File: src/rtl/rob_ins_arbiter.sv
// rob_ins_arbiter
// Round-robin arbiter that shares the single ROB insert port among several
// completing requesters. One winner's sequence number and payload are latched,
// ins_en is held until the ROB answers with ins_cpl, and the winner then gets
// a one-cycle req_rdy pulse. A watchdog abandons inserts that never complete
// and raises a sticky error flag.
module rob_ins_arbiter #(
    parameter int p_num_req  = 4,
    parameter int p_depth    = 32,
    parameter int p_ptrwidth = $clog2(p_depth),
    parameter int p_bitwidth = 32,
    parameter int p_timeout  = 64
) (
    input  logic                              clk,
    input  logic                              rst,
    input  logic [p_num_req-1:0]              req_val,
    input  logic [p_num_req*p_ptrwidth-1:0]   req_sn,
    input  logic [p_num_req*p_bitwidth-1:0]   req_data,
    output logic [p_num_req-1:0]              req_rdy,
    output logic                              ins_en,
    output logic [p_ptrwidth-1:0]             ins_sn_in,
    output logic [p_bitwidth-1:0]             ins_data_in,
    input  logic                              ins_cpl,
    output logic                              busy,
    output logic [$clog2(p_num_req)-1:0]      grant_id,
    output logic                              timeout_err
);

    localparam int LP_GW = $clog2(p_num_req);
    localparam int LP_CW = $clog2(p_timeout + 1);
    localparam logic [LP_GW-1:0] LP_LAST_ID = LP_GW'(p_num_req - 1);
    localparam logic [LP_CW-1:0] LP_CNT_END = LP_CW'(p_timeout - 1);

    typedef enum logic [1:0] {
        ST_IDLE    = 2'd0,
        ST_ISSUE   = 2'd1,
        ST_RELEASE = 2'd2
    } state_t;

    // Registered state and outputs
    state_t                  r_state;
    logic                    r_ins_en;
    logic [p_ptrwidth-1:0]   r_sn;
    logic [p_bitwidth-1:0]   r_data;
    logic [p_num_req-1:0]    r_rdy;
    logic [LP_GW-1:0]        r_grant;
    logic [LP_GW-1:0]        r_rr_ptr;
    logic [LP_CW-1:0]        r_cnt;
    logic                    r_err;

    // Next-state values
    state_t                  w_state_next;
    logic                    w_ins_en_next;
    logic [p_ptrwidth-1:0]   w_sn_next;
    logic [p_bitwidth-1:0]   w_data_next;
    logic [p_num_req-1:0]    w_rdy_next;
    logic [LP_GW-1:0]        w_grant_next;
    logic [LP_GW-1:0]        w_rr_ptr_next;
    logic [LP_CW-1:0]        w_cnt_next;
    logic                    w_err_next;

    // Arbitration helpers
    logic [p_num_req-1:0]    w_hi_req;
    logic [p_num_req-1:0]    w_grant_onehot;
    logic                    w_hi_found;
    logic [LP_GW-1:0]        w_hi_idx;
    logic [LP_GW-1:0]        w_all_idx;
    logic [LP_GW-1:0]        w_sel;
    logic                    w_any;
    logic [LP_GW-1:0]        w_rr_adv;
    logic [p_ptrwidth-1:0]   w_sn_lane   [p_num_req];
    logic [p_bitwidth-1:0]   w_data_lane [p_num_req];

    // Per-lane unpacking, the "at or above rr_ptr" request mask, and the
    // one-hot acknowledge vector for the current winner.
    genvar gi;
    generate
        for (gi = 0; gi < p_num_req; gi++) begin : g_lane
            localparam logic [LP_GW-1:0] LP_IDX = LP_GW'(gi);
            assign w_sn_lane[gi]      = req_sn[gi*p_ptrwidth +: p_ptrwidth];
            assign w_data_lane[gi]    = req_data[gi*p_bitwidth +: p_bitwidth];
            assign w_hi_req[gi]       = req_val[gi] && (LP_IDX >= r_rr_ptr);
            assign w_grant_onehot[gi] = (r_grant == LP_IDX);
        end
    endgenerate

    // Wrapping search: the lowest request at or above rr_ptr wins, otherwise
    // the lowest request overall (the wrapped-around part of the ring).
    always_comb begin
        w_hi_found = 1'b0;
        w_hi_idx   = '0;
        w_all_idx  = '0;
        for (int i = p_num_req - 1; i >= 0; i--) begin
            if (w_hi_req[i]) begin
                w_hi_found = 1'b1;
                w_hi_idx   = LP_GW'(i);
            end
            if (req_val[i]) begin
                w_all_idx = LP_GW'(i);
            end
        end
    end

    assign w_sel    = w_hi_found ? w_hi_idx : w_all_idx;
    assign w_any    = |req_val;
    assign w_rr_adv = (r_grant == LP_LAST_ID) ? '0 : r_grant + LP_GW'(1);

    // Next-state and next-output logic for the IDLE/ISSUE/RELEASE sequence
    always_comb begin
        w_state_next  = r_state;
        w_ins_en_next = r_ins_en;
        w_sn_next     = r_sn;
        w_data_next   = r_data;
        w_rdy_next    = '0;
        w_grant_next  = r_grant;
        w_rr_ptr_next = r_rr_ptr;
        w_cnt_next    = r_cnt;
        w_err_next    = r_err;
        case (r_state)
            ST_IDLE: begin
                w_ins_en_next = 1'b0;
                if (w_any) begin
                    w_sn_next     = w_sn_lane[w_sel];
                    w_data_next   = w_data_lane[w_sel];
                    w_grant_next  = w_sel;
                    w_ins_en_next = 1'b1;
                    w_cnt_next    = '0;
                    w_state_next  = ST_ISSUE;
                end
            end
            ST_ISSUE: begin
                if (ins_cpl) begin
                    // Completion takes priority over a coincident timeout.
                    w_ins_en_next = 1'b0;
                    w_rdy_next    = w_grant_onehot;
                    w_rr_ptr_next = w_rr_adv;
                    w_state_next  = ST_RELEASE;
                end else if (r_cnt == LP_CNT_END) begin
                    // This edge is the p_timeout-th ISSUE cycle: give up.
                    w_ins_en_next = 1'b0;
                    w_err_next    = 1'b1;
                    w_rr_ptr_next = w_rr_adv;
                    w_state_next  = ST_RELEASE;
                end else begin
                    w_cnt_next = r_cnt + LP_CW'(1);
                end
            end
            ST_RELEASE: begin
                w_ins_en_next = 1'b0;
                w_state_next  = ST_IDLE;
            end
            default: begin
                w_ins_en_next = 1'b0;
                w_state_next  = ST_IDLE;
            end
        endcase
    end

    // State and output registers with asynchronous reset
    always_ff @(posedge clk or posedge rst) begin
        if (rst) begin
            r_state  <= ST_IDLE;
            r_ins_en <= 1'b0;
            r_sn     <= '0;
            r_data   <= '0;
            r_rdy    <= '0;
            r_grant  <= '0;
            r_rr_ptr <= '0;
            r_cnt    <= '0;
            r_err    <= 1'b0;
        end else begin
            r_state  <= w_state_next;
            r_ins_en <= w_ins_en_next;
            r_sn     <= w_sn_next;
            r_data   <= w_data_next;
            r_rdy    <= w_rdy_next;
            r_grant  <= w_grant_next;
            r_rr_ptr <= w_rr_ptr_next;
            r_cnt    <= w_cnt_next;
            r_err    <= w_err_next;
        end
    end

    assign ins_en      = r_ins_en;
    assign ins_sn_in   = r_sn;
    assign ins_data_in = r_data;
    assign req_rdy     = r_rdy;
    assign grant_id    = r_grant;
    assign timeout_err = r_err;
    assign busy        = (r_state != ST_IDLE);

endmodule
File: config.mk
export PLATFORM = sky130hd
export DESIGN_NAME = rob_ins_arbiter
export DESIGN_NICKNAME = d
export VERILOG_FILES = /design/src/rtl/rob_ins_arbiter.sv
export SDC_FILE = /design/constraint.sdc
export NUM_CORES = 1
export LEC_CHECK = 0
export ABC_AREA = 1
export BUFFER_PORTS_ARGS = -buffer_cell sky130_fd_sc_hd__buf_4
export CORE_UTILIZATION = 46
export CTS_CLUSTER_SIZE = 40
export DETAILED_ROUTE_END_ITERATION = 6
export PLACE_DENSITY = 0.81
export SYNTH_ARGS = -nofsm -noshare
export SYNTH_HDL_FRONTEND = slang
export SYNTH_SLANG_ARGS = --single-unit
File: constraint.sdc
create_clock -name clk -period 3.1 [get_ports clk]
set_input_delay 0.31 -clock clk [delete_from_list [all_inputs] [get_ports clk]]
set_output_delay 0.31 -clock clk [all_outputs]
set_load 0.005 [all_outputs]
==> results.sh, run 1 <==
export IMPL_status="completed"
export IMPL_grt_pass1_wl_um=17420
export IMPL_synth_seq_cells=56
export IMPL_routed_via_count=4161
export IMPL_synthDistinctLibCells=32
export IMPL_ios=201
export IMPL_cts_tree="yes"
export IMPL_drc=0
export IMPL_arrival_ns=2.47
export IMPL_tightestPinTransition_ns=0.8648
export IMPL_ant_nets=0
export IMPL_overflow=0
export IMPL_clk_latency_ns=0.32
export IMPL_synth_edf_count=0
export IMPL_total_power_uw=4123
export IMPL_cts_max_level=2
export IMPL_hold_viol=0
export IMPL_synth_avg_cell_area_um2=7.065
export IMPL_synthArstFlopShare_pct=100.0
export IMPL_netSwitchingFraction_pct=43.02
export IMPL_grt_busiest_layer="met2"
export IMPL_seq_area_frac_synth_pct=36.13
export IMPL_io_buffer_count=200
export IMPL_rsz0062_at_grt="false"
export IMPL_slowest_delay_ns=0.84
export IMPL_worst_path_buf_inv=0
export IMPL_start_kind="flop"
export IMPL_fmax_mhz=451.5
export IMPL_cpMaxStageDelayCell="nor2_4"
export IMPL_setup_viol=0
export IMPL_die_area_mm2=0.008803
export IMPL_layout_common_cells="buf_4, nand2_1, inv_1, nand3_1, dfrtp_1"
export IMPL_crit_fanout=31
export IMPL_min_path_type="primary input to flop"
export IMPL_synthAdderAreaFrac_pct=1.613
export IMPL_drv_cap=0
export IMPL_synth_top_family_by_area="simple AND/OR/NAND/NOR gates"
export IMPL_crit_chain="nor2_1 > nand2_2 > nor2_4 > o211ai_1 > nand3_1"
export IMPL_fin_crit_ns=2.215
export IMPL_root_buffer="clkbuf_8"
export IMPL_fin_crit_sh_pct=71.45
export IMPL_maxSlewViolCount=0
export IMPL_p_int_uw=2349
export IMPL_dr_pass1_iters=4
export IMPL_fin_skew_ns=0.006718
export IMPL_critPathKind="flop to flop"
export IMPL_synth_compound_area_share_pct=9.097
export IMPL_die_height_um=93.83
export IMPL_hold_ws_ns=0.1995
export IMPL_die_x_um=93.83
export IMPL_cts_buffers_inserted=5
export IMPL_maxSlewHeadroom_pct=42.21
export IMPL_start_util_pct=47.44
export IMPL_cts_path_max_buffers=2
export IMPL_antenna_cells=0
export IMPL_netlist_instances=549
export IMPL_clockPowerShare_pct=12.5
export IMPL_ys_warn_count=0
export IMPL_critPathTopFamily="simple AND/OR/NAND/NOR gates"
export IMPL_drt_initial_drc_count=164
export IMPL_synth_simple_area_share_pct=36.00
export IMPL_p_comb_share_pct=56.7
export IMPL_nets=896
export IMPL_rows=33
export IMPL_grt_use_total_pct=25.04
export IMPL_ys_flop_type="dfrtp_1"
export IMPL_post_drt_via_cell_ratio=4.942
export IMPL_wirelength_um=10860
export IMPL_layout_commonest_cell="buf_4"
export IMPL_syn_area_mm2=0.003879
export IMPL_area_growth_pct=41.26
export IMPL_clkTransAtPathRegs_ns=0.10
export IMPL_p_per_area_mw_per_mm2=752.5
export IMPL_antenna_found_initial=0
export IMPL_p_leak_uw=0.003122
export IMPL_cp_end_kind="flop"
export IMPL_irDropWorstVdd_mv=0.3130
export IMPL_p_sw_uw=1774
export IMPL_cts_sinks=56
export IMPL_core_mm2=0.008175
export IMPL_synthXorXnorAreaFrac_pct=0.6774
export IMPL_cp_required_ns=3.36
export IMPL_grt_met1_usage_pct=29.52
export IMPL_post_drt_wl_per_cell_um=12.90
export IMPL_syn_nets=709
export IMPL_grtUsageMet3_pct=5.502
export IMPL_grt_pass1_vias=4006
export IMPL_hpwlAfterDp_um=8509
export IMPL_grt_max_degree=72
export IMPL_gp_congestion=0.7944
export IMPL_seqPwrFrac_pct=30.9
export IMPL_setup_tns_final_ns=0
export IMPL_synth_area_mux_share_pct=0.2903
export IMPL_grt_use_met2_pct=45.01
export IMPL_drive_gt1_share_pct=33.24
-- cells by family after synthesis --
group	after synthesis
buffers and inverters	134
XOR/XNOR	3
adder cells (fa/ha/maj)	5
multiplexers	1
flip-flops	56
AO/OA/AOI/OAI	42
AND/OR/NAND/NOR	308
-- power groups by stage --
stage	sequential, uW	combinational (uW)	clock (uW)
after CTS	1270	2360	518
after global placement	1260	2280	0
after global routing	1300	2630	551
after floorplan	1250	1570	0
after detailed placement	1270	2360	0
final	1270	2340	514
-- cell usage after synthesis (2+ instances only) --
master / n / share of area [%]
buf_4: 5 / 0.97
o211ai_2: 8 / 2.6
ha_1: 5 / 1.6
or2_2: 9 / 1.5
buf_2: 4 / 0.52
dfrtp_1: 56 / 36
nand2_1: 159 / 15
a21oi_4: 2 / 0.84
xor2_1: 3 / 0.68
nor2_1: 15 / 1.5
buf_6: 12 / 3.5
o211ai_1: 21 / 4.1
o21ai_0: 5 / 0.65
a21oi_1: 3 / 0.39
clkbuf_1: 5 / 0.48
inv_1: 105 / 10
or2_1: 19 / 3.1
nor2_2: 2 / 0.32
nand2_4: 2 / 0.58
nand3_1: 97 / 13
-- sequential cells by signal, summed over array words and instances (netlist names) --
name         cells
r_rr_ptr         2
ins_sn_in        5
ins_en           1
req_rdy          4
ins_data_in     32
r_cnt            7
timeout_err      1
r_state          2
grant_id         2
-- per-stage QoR --
| stage | instance area [um2] | instances | util (%) | setup slack [ns] |
|---|---|---|---|---|
| finish | 5479 | 842 | 67.02 | 0.8849 |
| global placement | 5348 | 833 | 65.41 | 0.9819 |
| detailed placement | 5348 | 833 | 65.41 | 0.8748 |
| floorplan | 3879 | 549 | - | 1.419 |
| global route | 5479 | 842 | 67.02 | 0.6793 |
| CTS | 5479 | 842 | 67.02 | 0.8632 |
-- timing repair --
item                                   CTS  global route
hold buffers                             1             0
gates resized for setup                  0             0
setup buffers                            0             0
endpoints found under the hold margin   17             0
-- area by class of cell --
cell class              count  area (um2)
well taps                 105       131.4
fillers                   717        2696
clock buffers               6       82.58
multi-input cells         359        1854
flip-flops and latches     56        1401
inverters                 107       401.6
repair buffers            207        1569
clock inverters             2       38.79
-- path summary, 6_finish.rpt --
path	from	to	slack, ns	depth (start not counted)
max reg2reg	r_state[1]	ins_data_in[4]	0.88	5
min reg2reg	timeout_err	timeout_err	0.49	1
min	ins_cpl	timeout_err	0.20	2
max in group asynchronous	rst	ins_sn_in[0]	1.77	4
max	r_state[1]	ins_data_in[4]	0.88	5
min in group asynchronous	rst	timeout_err	0.51	3
-- metal layers --
metal	vias to the layer above	share of wire [%]
li1	2069	-
met1	1920	39
met2	149	52
met4	0	2.2
met3	23	6.2
met5	-	0
(Power assumes the default switching activity.)
==> inputs of run 2 (changes only) <==
ABC_AREA = 0   (was 1)
CORE_UTILIZATION = 39   (was 46)
PLACE_DENSITY = 0.77   (was 0.81)
clock period = 2 ns   (was 3.1 ns; I/O delays follow)
==> run 2 against run 1 <==
Compared with the run above:
- first-iteration DRC count down 29%
- die area is 3.3% lower
- area after synthesis decreased by 18%
- highest routed layer unchanged
- critical path depth unchanged
- clock skew shrank 0.0022 ns
- maximum frequency grew 24%
==> results.sh, run 2 <==
export IMPL_dp_cells=585
export IMPL_io_buffer_count=200
export IMPL_cts_path_max_buffers=2
export IMPL_p_sw_uw=2170
export IMPL_synth_seq_cells=56
export IMPL_crit_top_cell="or2_1"
export IMPL_cts_max_level=2
export IMPL_gp_congestion=0.8082
export IMPL_die_area_mm2=0.008511
export IMPL_synthDistinctLibCells=32
export IMPL_syn_nets=452
export IMPL_yosys_area_top_type="dfrtp_1"
export IMPL_synth_edf_count=0
export IMPL_drc=0
export IMPL_synth_common_cells="mux2i_1, dfrtp_1, nand2_1, o221ai_1, nor2_1"
export IMPL_drive_gt1_share_pct=45.93
export IMPL_regArea_mm2=0.001401
export IMPL_rows=32
export IMPL_start_kind="flop"
export IMPL_cts_setup_buffers=0
export IMPL_nets=651
export IMPL_ios=201
export IMPL_drv_cap=0
export IMPL_crit_chain="or2_4 > or2_1 > or2_1 > buf_12 > o221ai_1"
export IMPL_setup_tns_final_ns=0
export IMPL_p_leak_uw=0.002676
export IMPL_seqPwrFrac_pct=32.0
export IMPL_cts_tree="yes"
export IMPL_critPathTopFamily="simple AND/OR/NAND/NOR gates"
export IMPL_die_height_um=92.26
export IMPL_netlist_instances=292
export IMPL_grt_max_degree=39
export IMPL_setup_viol=0
export IMPL_cp_end_kind="flop"
export IMPL_ant_nets=0
export IMPL_fmax_mhz=559.4
export IMPL_seq_area_frac_synth_pct=44.11
export IMPL_synth_avg_cell_area_um2=10.88
export IMPL_wirelength_um=8769
export IMPL_slowest_delay_ns=0.40
export IMPL_post_drt_wl_per_cell_um=14.76
export IMPL_fin_crit_sh_pct=89.38
export IMPL_drt_initial_drc_count=116
export IMPL_start_util_pct=40.69
export IMPL_routed_via_count=3103
export IMPL_fillerInstances=647
export IMPL_layout_common_cells="buf_4, mux2i_1, dfrtp_1, nand2_1, o221ai_1"
export IMPL_ys_flop_type="dfrtp_1"
export IMPL_cts_sinks=56
export IMPL_antenna_cells=0
export IMPL_layout_commonest_cell="buf_4"
export IMPL_grt_use_total_pct=20.96
export IMPL_yosysTopAreaCellShare_pct=44.11
export IMPL_status="completed"
export IMPL_cp_required_ns=2.21
export IMPL_dr_pass1_iters=4
export IMPL_synth_most_common_cell="mux2i_1"
export IMPL_core_mm2=0.007807
export IMPL_tightestPinTransition_ns=0.5683
export IMPL_irDropWorstVdd_mv=0.5030
export IMPL_die_x_um=92.26
export IMPL_area_growth_pct=55.42
export IMPL_p_int_uw=3737
export IMPL_maxSlewHeadroom_pct=61.88
export IMPL_largest_reg_flops=32
export IMPL_final_cells=594
export IMPL_worst_path_buf_inv=1
export IMPL_fin_area_mm2=0.004937
export IMPL_root_buffer="clkbuf_8"
export IMPL_fin_skew_ns=0.004497
export IMPL_overflow=0
export IMPL_synthArstFlopShare_pct=100.0
export IMPL_dpl_cell_area_mm2=0.004815
export IMPL_netSwitchingFraction_pct=36.74
export IMPL_yosys_top_cells_area="dfrtp_1, mux2i_1, o221ai_1"
export IMPL_grt_pass1_vias=3068
export IMPL_multi_input_area_mm2=0.001634
export IMPL_rsz0062_at_grt="false"
export IMPL_maxSlewViolCount=0
export IMPL_antenna_found_initial=0
export IMPL_fin_crit_ns=1.788
export IMPL_arrival_ns=2.00
export IMPL_clkTransAtPathRegs_ns=0.10
export IMPL_hpwlAfterDp_um=6930
export IMPL_syn_area_mm2=0.003177
export IMPL_cpMaxStageDelayCell="dfrtp_1"
export IMPL_post_drt_via_cell_ratio=5.224
export IMPL_p_per_area_mw_per_mm2=1196
export IMPL_critPathKind="flop to flop"
export IMPL_crit_fanout=37
export IMPL_clockPowerShare_pct=12.2
export IMPL_clk_latency_ns=0.31
export IMPL_hold_viol=0
export IMPL_ys_warn_count=0
export IMPL_fin_util_pct=63.24
export IMPL_grt_pass1_wl_um=14040
export IMPL_p_comb_share_pct=55.8
export IMPL_cts_buffers_inserted=5
export IMPL_min_path_type="primary input to flop"
==> run 2: cell count changes in the layout (fill, tap and decap cells not counted), moves of 8 or more <==
cell and change:
inv_1 -99, mux2i_1 +74, nand2_1 -115, nand3_1 -91, o211ai_1 -21, o211ai_2 -8
o221ai_1 +36, or2_1 -17, or2_2 -9
==> run 2: layout make-up <==
cell class / count / area share (%)
Clock inverter: 2 / 0.7096
Multi-Input combinational cell: 210 / 33.10
Sequential cell: 56 / 28.38
Timing Repair Buffer: 212 / 33.30
Clock buffer: 6 / 1.470
Tap cell: 102 / 2.585
Inverter: 6 / 0.4562
==> run 2: final timing paths <==
| kind | start | endpoint | slack, ns | cells after the start |
|---|---|---|---|---|
| setup / recovery | r_state[1] | ins_data_in[23] | 0.21 | 5 |
| hold / removal | ins_cpl | req_rdy[3] | 0.17 | 2 |
| setup reg to reg | r_state[1] | ins_data_in[23] | 0.21 | 5 |
| hold reg to reg | ins_data_in[24] | ins_data_in[24] | 0.50 | 2 |
| max in group asynchronous | rst | r_state[0] | 0.94 | 4 |
| min in group asynchronous | rst | grant_id[0] | 0.44 | 3 |
==> run 2: power groups by stage <==
stage               combinational, uW  sequential [uW]  clock, uW
global placement                 3260             1880          0
floorplan                        1920             1910          0
detailed placement               3350             1910          0
global route                     3620             1950        794
finish                           3300             1890        720
CTS                              3350             1890        745
==> run 2: cell families (layout without fill, tap and decap cells) <==
group                    count (synthesis)  in the layout  synth area share, %
AND/OR/NAND/NOR                         72             72                9.925
multiplexers                            76             76                24.03
XOR/XNOR                                 4              4                1.103
buffers and inverters                   26            226                4.844
AO/OA/AOI/OAI                           53             53                14.02
adder cells (fa/ha/maj)                  5              5                1.969
flip-flops                              56             56                44.11
==> run 2: stage by stage <==
stage / setup slack, ns / power (uW) / hold WS [ns]
final: 0.2125 / 5907 / 0.1660
after global routing: 0.06833 / 6366 / 0.1571
after CTS: 0.01691 / 5983 / 0.1548
after detailed placement: 0.03149 / 5258 / 0.2226
after global placement: 0.1026 / 5141 / 0.2201
after floorplan: 0.2567 / 3824 / 0.3532
==> run 2: routing by layer <==
metal / track usage (%) / vias to the layer above / share of wire [%]
met1: 23.15 / 1460 / 38
met5: 0 / - / 0
met2: 38.12 / 149 / 51
met3: 6.385 / 12 / 8.7
li1: - / 1482 / -
met4: 6.771 / 0 / 1.7
==> run 2: worst register-to-register path: stages (launching register included) <==
cell and delay, ns:
dfrtp_1 0.40, or2_4 0.26, or2_1 0.29, or2_1 0.31, buf_12 0.19, o221ai_1 0.25
==> run 2: timing repair <==
item	CTS	global route
endpoints found under the setup margin	0	7
hold buffers	1	0
hold endpoints to repair	18	0
gates resized for setup	0	1
